File: src/rtl/alu_arbiter.sv
// alu_arbiter: round-robin arbiter sharing one external ALU between two requesters
module alu_arbiter #(
    parameter int W = 4
) (
    input  logic           clk,
    input  logic           rst,
    input  logic           req0_valid,
    output logic           req0_ready,
    input  logic [W-1:0]   req0_x,
    input  logic [W-1:0]   req0_y,
    input  logic [1:0]     req0_op,
    input  logic           req1_valid,
    output logic           req1_ready,
    input  logic [W-1:0]   req1_x,
    input  logic [W-1:0]   req1_y,
    input  logic [1:0]     req1_op,
    output logic           rsp0_valid,
    input  logic           rsp0_ready,
    output logic           rsp1_valid,
    input  logic           rsp1_ready,
    output logic [2*W-1:0] rsp_z,
    output logic [W-1:0]   alu_x,
    output logic [W-1:0]   alu_y,
    output logic [1:0]     alu_s,
    input  logic [2*W-1:0] alu_z,
    output logic           busy
);
    typedef enum logic [1:0] {IDLE, EXEC, RESP} state_t;
    state_t           state_q, state_d;
    logic             prio_q, prio_d, owner_q, owner_d;
    logic [W-1:0]     x_q, x_d, y_q, y_d;
    logic [1:0]       op_q, op_d;
    logic [2*W-1:0]   z_q, z_d;
    logic             any, gnt, hs, rsp_hs;
    always_comb begin
        any        = req0_valid | req1_valid;
        gnt        = (req0_valid & req1_valid) ? prio_q : req1_valid;
        req0_ready = !rst && state_q == IDLE && any && !gnt;
        req1_ready = !rst && state_q == IDLE && any && gnt;
        hs         = req0_ready | req1_ready;
        rsp0_valid = state_q == RESP && !owner_q;
        rsp1_valid = state_q == RESP && owner_q;
        rsp_hs     = (rsp0_valid & rsp0_ready) | (rsp1_valid & rsp1_ready);
        state_d    = state_q;
        prio_d     = prio_q;
        owner_d    = owner_q;
        x_d        = x_q;
        y_d        = y_q;
        op_d       = op_q;
        z_d        = z_q;
        case (state_q)
            IDLE: if (hs) begin
                owner_d = gnt;
                prio_d  = !gnt;
                x_d     = gnt ? req1_x : req0_x;
                y_d     = gnt ? req1_y : req0_y;
                op_d    = gnt ? req1_op : req0_op;
                state_d = EXEC;
            end
            EXEC: begin
                z_d     = alu_z;
                state_d = RESP;
            end
            RESP:    state_d = rsp_hs ? IDLE : RESP;
            default: state_d = IDLE;
        endcase
    end
    always_ff @(posedge clk or posedge rst) begin
        if (rst) begin
            state_q <= IDLE;
            prio_q  <= 1'b0;
            owner_q <= 1'b0;
            x_q     <= '0;
            y_q     <= '0;
            op_q    <= '0;
            z_q     <= '0;
        end else begin
            state_q <= state_d;
            prio_q  <= prio_d;
            owner_q <= owner_d;
            x_q     <= x_d;
            y_q     <= y_d;
            op_q    <= op_d;
            z_q     <= z_d;
        end
    end
    assign rsp_z = z_q;
    assign alu_x = x_q;
    assign alu_y = y_q;
    assign alu_s = op_q;
    assign busy  = state_q != IDLE;
endmodule

File: config.mk
export PLATFORM = sky130hd
export DESIGN_NAME = alu_arbiter
export DESIGN_NICKNAME = d
export VERILOG_FILES = /design/src/rtl/alu_arbiter.sv
export SDC_FILE = /design/constraint.sdc
export NUM_CORES = 1
export LEC_CHECK = 0
export BUFFER_PORTS_ARGS = -buffer_cell sky130_fd_sc_hd__buf_2
export CAP_MARGIN = 20
export CORE_ASPECT_RATIO = 0.7
export CORE_UTILIZATION = 39
export DETAILED_ROUTE_END_ITERATION = 10
export PLACE_DENSITY = 0.83
export REMOVE_ABC_BUFFERS = 1
export SLEW_MARGIN = 20
export SYNTH_ARGS = -nofsm -noshare
export SYNTH_HDL_FRONTEND = slang
export SYNTH_SLANG_ARGS = --single-unit
File: constraint.sdc
create_clock -name clk -period 1.8 [get_ports clk]
set_input_delay 0.09 -clock clk [delete_from_list [all_inputs] [get_ports clk]]
set_output_delay 0.09 -clock clk [all_outputs]
set_load 0.005 [all_outputs]
==> impl_metrics.toml, run 1 <==
[global_route]
grt_pass1_wl_um = 3580
grt_use_total_pct = 17.0
antenna_found_initial = 0
grt_overflow = 0
grt_max_degree = 23
grt_pass1_vias = 797

[final_layout]
seq_area_um2 = 551
syn2layout_area_growth_pct = 30.9
stdcell_area_um2 = 1340
fillers = 228
final_nets = 174
multi_input_area_um2 = 417
antenna_cells = 0
drive_gt1_share_pct = 57.2

[timing]
fin_crit_ps = 1690
setup_tns_ps = 0
finClkSkew_ps = 7.26
slew_viol_final = 0
slew_headroom_pct = 46.4
setup_viol_count_final = 0
hold_viol = 0
rsz0062_at_grt = "false"
period_share_pct = 94.1
fmax_mhz = 590
tightest_slew_ps = 802

[drt]
wl_met3_um = 132
drtAntennaViolNets = 0
drtPass1Iterations = 4
num_vias = 843
wl_met2_um = 1140
avgRoutedWirePerCell_um = 13.1
highest_layer = "met4"
drt_iter0_drc = 18
wl_um = 2250
drc = 0
vias_per_cell = 4.90
wl_met1_um = 958

[status]
status = "finished clean"

[cts]
cts_num_sinks = 22
clk_pin_slew_worst_paths_ps = 80
cts_root_buffer = "clkbuf_8"
tritoncts.num_buffers = 3
cts_tree = "yes"
clock_latency_ps = 260
clock_path_buffers = 2
postCtsSetupBuffers = 0
cts-resized-gates = 0
postCtsHoldBufs = 0
htree_levels = 1

[yosys]
ys_types = 23
yosysWarnings = 0
yosysSeqAreaShare_pct = 53.7
synth_edf_count = 0
yosys-top-cells-area = "dfrtp_1 (54%), a221o_2 (7.7%), mux2_2 (7.7%), nor3_1 (4.4%), nand2_1 (4.0%)"
synthArstFlopShare_pct = 100
yosys.area.top_type = "dfrtp_1"
yosys_most_used_dff = "dfrtp_1"
netlist_area_um2 = 1030
synth.most_common_cell = "dfrtp_1"
ys_ff_latch = 22
syn_area_per_cell_um2 = 12.1
synth_cells = 85
synthTopCellsByCount = "dfrtp_1 (22), nand2_1 (11), nor3_1 (9)"
synth_top_area_share_pct = 53.7

[worst_setup_path]
worstPathRequired_ps = 1710
critPathLaunchType = "flop"
critPathLaunch = "state_q[1]$_DFFE_PP0P_"
end_kind = "primary output"
worstPathMaxFanout = 12
r2r_setup_slack_ps = 350
crit_type = "reg -> out"
reg2reg_to = "alu_x[0]$_DFFE_PP0P_"
arrival_ps = 1600
rr_worst_depth = 3
rr_startpoint = "state_q[1]$_DFFE_PP0P_"

[floorplan]
die_h_um = 44.9
io_pins = 57
start_util_pct = 41.4
die_area_um2 = 2840
core_um2 = 2480
dieWidth_um = 63.3
num_rows = 15

[flow_run]
drv_cap = 0

[power]
internal-power_w = 0.00133
clock_power_share_pct = 15.1
switchingPower_w = 0.000622
pwr-share-seq_pct = 44.6
power_leakage_nw = 0.698
comb_power_share_pct = 40.3
swShare_pct = 31.8
powerDensity_nw_per_um2 = 1460
peakVddDrop_mv = 0.523

[place]
dp_hpwl_um = 1770
place_congestion = 0.784
portBuffers = 56
place_area_um2 = 1300

[worst_hold_path]
min_path_type = "in -> async"
power by group through the flow:
stage | clock network [W] | logic [W] | registers, W
final | 0.000295 | 0.000788 | 0.000872
after global routing | 0.000321 | 0.000868 | 0.000902
after CTS | 0.000302 | 0.000802 | 0.000876
after detailed placement | 0 | 0.000808 | 0.000878
after global placement | 0 | 0.000772 | 0.000864
after floorplan | 0 | 0.000435 | 0.000882
sequential cells by signal (all words and copies together), names as in the netlist:
register	flops
prio_q	1
alu_s	2
alu_y	4
rsp_z	8
alu_x	4
owner_q	1
state_q	2
worst max-delay path, stage by stage, from the launching register on:
cell and delay (ps):
dfrtp_1 430, nor3_2 230, and3_1 490, buf_2 200
metrics by stage:
| stage | total power, W | worst slack (ps) | std cells | util [%] | hold slack (ps) |
|---|---|---|---|---|---|
| floorplan | 0.00132 | 534 | 79 | - | 79.2 |
| global placement | 0.00164 | 450 | 169 | 52.5 | 282 |
| detailed placement | 0.00169 | 374 | 169 | 52.5 | 313 |
| CTS | 0.00198 | 107 | 172 | 54.2 | 25.7 |
| global route | 0.00209 | 43.5 | 172 | 54.2 | 42.7 |
| finish | 0.00196 | 106 | 172 | 54.2 | 4.96 |
cell usage in the layout (no fill, tap or decap):
cell type | synthesis | routed
mux2_2 | 7 | 7
nor2_1 | 2 | 2
and2b_1 | 1 | 1
dfrtp_1 | 22 | 22
nor3_1 | 9 | 9
clkbuf_8 | 0 | 3
o21ai_0 | 1 | 1
a221o_2 | 7 | 7
or3_4 | 1 | 1
mux2_1 | 2 | 2
a221o_1 | 3 | 3
nor3b_4 | 1 | 1
and3_1 | 1 | 1
buf_2 | 2 | 56
or2_2 | 1 | 1
o21ai_2 | 1 | 1
nand2b_1 | 1 | 1
inv_1 | 3 | 3
nor3_2 | 2 | 2
a21o_1 | 2 | 2
or2b_1 | 1 | 1
nand2_1 | 11 | 11
routing by layer:
metal  up-vias  global-route usage [%]
met3         2                    5.30
met5         -                       0
met4         0                    4.09
met1       397                    21.1
met2        31                    29.5
li1        413                       -
worst max-delay path by stage:
stage,end,slack [ps],cells past startpoint
3_3_place_gp,alu_y[1]$_DFFE_PP0P_,450,3
3_5_place_dp,alu_x[0]$_DFFE_PP0P_,370,3
5_1_grt,req0_ready,40,3
6_report,req0_ready,110,3
2_1_floorplan,alu_s[0]$_DFFE_PP0P_,530,3
4_1_cts,req0_ready,110,3
cell type report:
| cell class | instances | share of cell area, % |
|---|---|---|
| flip-flops and latches | 22 | 41.0 |
| multi-input cells | 54 | 31.0 |
| repair buffers | 56 | 20.9 |
| well taps | 34 | 3.17 |
| clock buffers | 3 | 3.08 |
| inverters | 3 | 0.839 |
cells by family after synthesis:
group / after synthesis / synth area share, %
mux: 9 / 9.88
simple gates: 31 / 17.3
compound gates: 14 / 13.4
flops: 22 / 53.7
buf+inv: 9 / 5.73
Power figures use the tool's default switching activity.
==> run 2, diff against run 1 <==
- RECOVER_POWER: unset -> 100
==> impl_metrics.toml, run 2 (synthesis gave the netlist of run 1 again) <==
[status]
status = "finished, violations left"
violations = "hold timing"

[cts]
htree_levels = 1
cts_num_sinks = 22
cts_root_buffer = "clkbuf_8"
clock_path_buffers = 2
clk_pin_slew_worst_paths_ps = 80
postCtsHoldBufs = 0
cts_tree = "yes"
tritoncts.num_buffers = 3
postCtsSetupBuffers = 0
cts-resized-gates = 0
clock_latency_ps = 260

[final_layout]
largest_reg_flops = 8
final_nets = 174
layout_common_cells = "buf_2 (44), dfrtp_1 (22), nand2_1 (11), nor3_1 (10), clkbuf_1 (10)"
final_util_pct = 53.3
mostFrequentLayoutCell = "buf_2"
syn2layout_area_growth_pct = 28.7
drive_gt1_share_pct = 47.8
antenna_cells = 0

[power]
peakVddDrop_mv = 0.520
power_leakage_nw = 0.661
powerDensity_nw_per_um2 = 1460
total_power_w = 0.00193

[worst_setup_path]
arrival_ps = 1590
slowest_stage = "and3_1"
crit_chain = "nor3_1 > and3_1 > buf_2"
worstPathMaxFanout = 12
critPathLaunchType = "flop"
crit_type = "reg -> out"
end_kind = "primary output"
worstPathRequired_ps = 1710
slowest_delay_ps = 490

[drt]
num_vias = 842
drc = 0
drtAntennaViolNets = 0
avgRoutedWirePerCell_um = 13.2
drtPass1Iterations = 4
wl_um = 2270
vias_per_cell = 4.90
drt_iter0_drc = 26

[global_route]
met1_usage_pct = 21.1
grt_use_met3_pct = 5.30
met2_usage_pct = 29.5
grt_max_degree = 23
grt_pass1_vias = 797
grt_overflow = 0
grt_use_total_pct = 17.0
grt-busiest-layer = "met2"
grt_pass1_wl_um = 3580
antenna_found_initial = 0

[place]
portBuffers = 56
place_congestion = 0.784
dp_hpwl_um = 1770

[floorplan]
io_pins = 57
dieWidth_um = 63.3
die_area_um2 = 2840
core_um2 = 2480
die_h_um = 44.9
start_util_pct = 41.4
num_rows = 15

[timing]
slew_headroom_pct = 38.7
period_share_pct = 93.4
setup_viol_count_final = 0
hold-worst-slack_ps = -10.8
finClkSkew_ps = 7.61
slew_viol_final = 0
hold_viol = 17
setup_tns_ps = 0
fin_crit_ps = 1680
rsz0062_at_grt = "false"
fmax_mhz = 595
tightest_slew_ps = 914

[worst_hold_path]
min_path_type = "in -> async"

[flow_run]
drv_cap = 0
## run 2: report_power, final
group | total [W] | switching (W) | internal, W
logic | 0.000757 | 0.000334 | 0.000423
registers | 0.000873 | 0.000142 | 0.000731
clock network | 0.000296 | 0.000147 | 0.000149
## run 2: worst paths after layout
kind,startpoint,end,slack (ps),cells after the start
max in group asynchronous,rst,prio_q$_DFFE_PP0P_,1310,2
setup reg to reg,state_q[1]$_DFFE_PP0P_,alu_x[0]$_DFFE_PP0P_,190,3
setup / recovery,state_q[1]$_DFFE_PP0P_,req0_ready,120,3
hold reg to reg,rsp_z[3]$_DFFE_PP0N_,rsp_z[3]$_DFFE_PP0N_,490,1
hold / removal,rst,rsp_z[4]$_DFFE_PP0N_,-10,2
min in group clk,alu_z[2],rsp_z[2]$_DFFE_PP0N_,40,2
## run 2: cell type report
type / instances / area, µm²
Inverter: 3 / 11.3
Tap cell: 34 / 42.5
Timing Repair Buffer: 56 / 267
Sequential cell: 22 / 551
Fill cell: 237 / 1160
Clock buffer: 3 / 41.3
Multi-Input combinational cell: 54 / 408
## run 2: layer usage
layer / vias up / wire length (µm)
li1: 413 / -
met2: 31 / 1140
met5: - / 0
met1: 396 / 967
met3: 2 / 135
met4: 0 / 26
## run 2: through the flow
| stage | setup slack (ps) | std cells | area, µm² |
|---|---|---|---|
| 6_report | 118 | 172 | 1320 |
| 5_1_grt | 28.9 | 172 | 1320 |
| 4_1_cts | 107 | 172 | 1340 |
| 3_5_place_dp | 374 | 169 | 1300 |
| 3_3_place_gp | 450 | 169 | 1300 |
| 2_1_floorplan | 534 | 79 | 978 |
## run 2: critical path: cells and delay by family, from the launching register on
kind | cells | cell delay, ps
AND/OR/NAND/NOR | 2 | 710
flip-flops | 1 | 420
buffers and inverters | 1 | 200
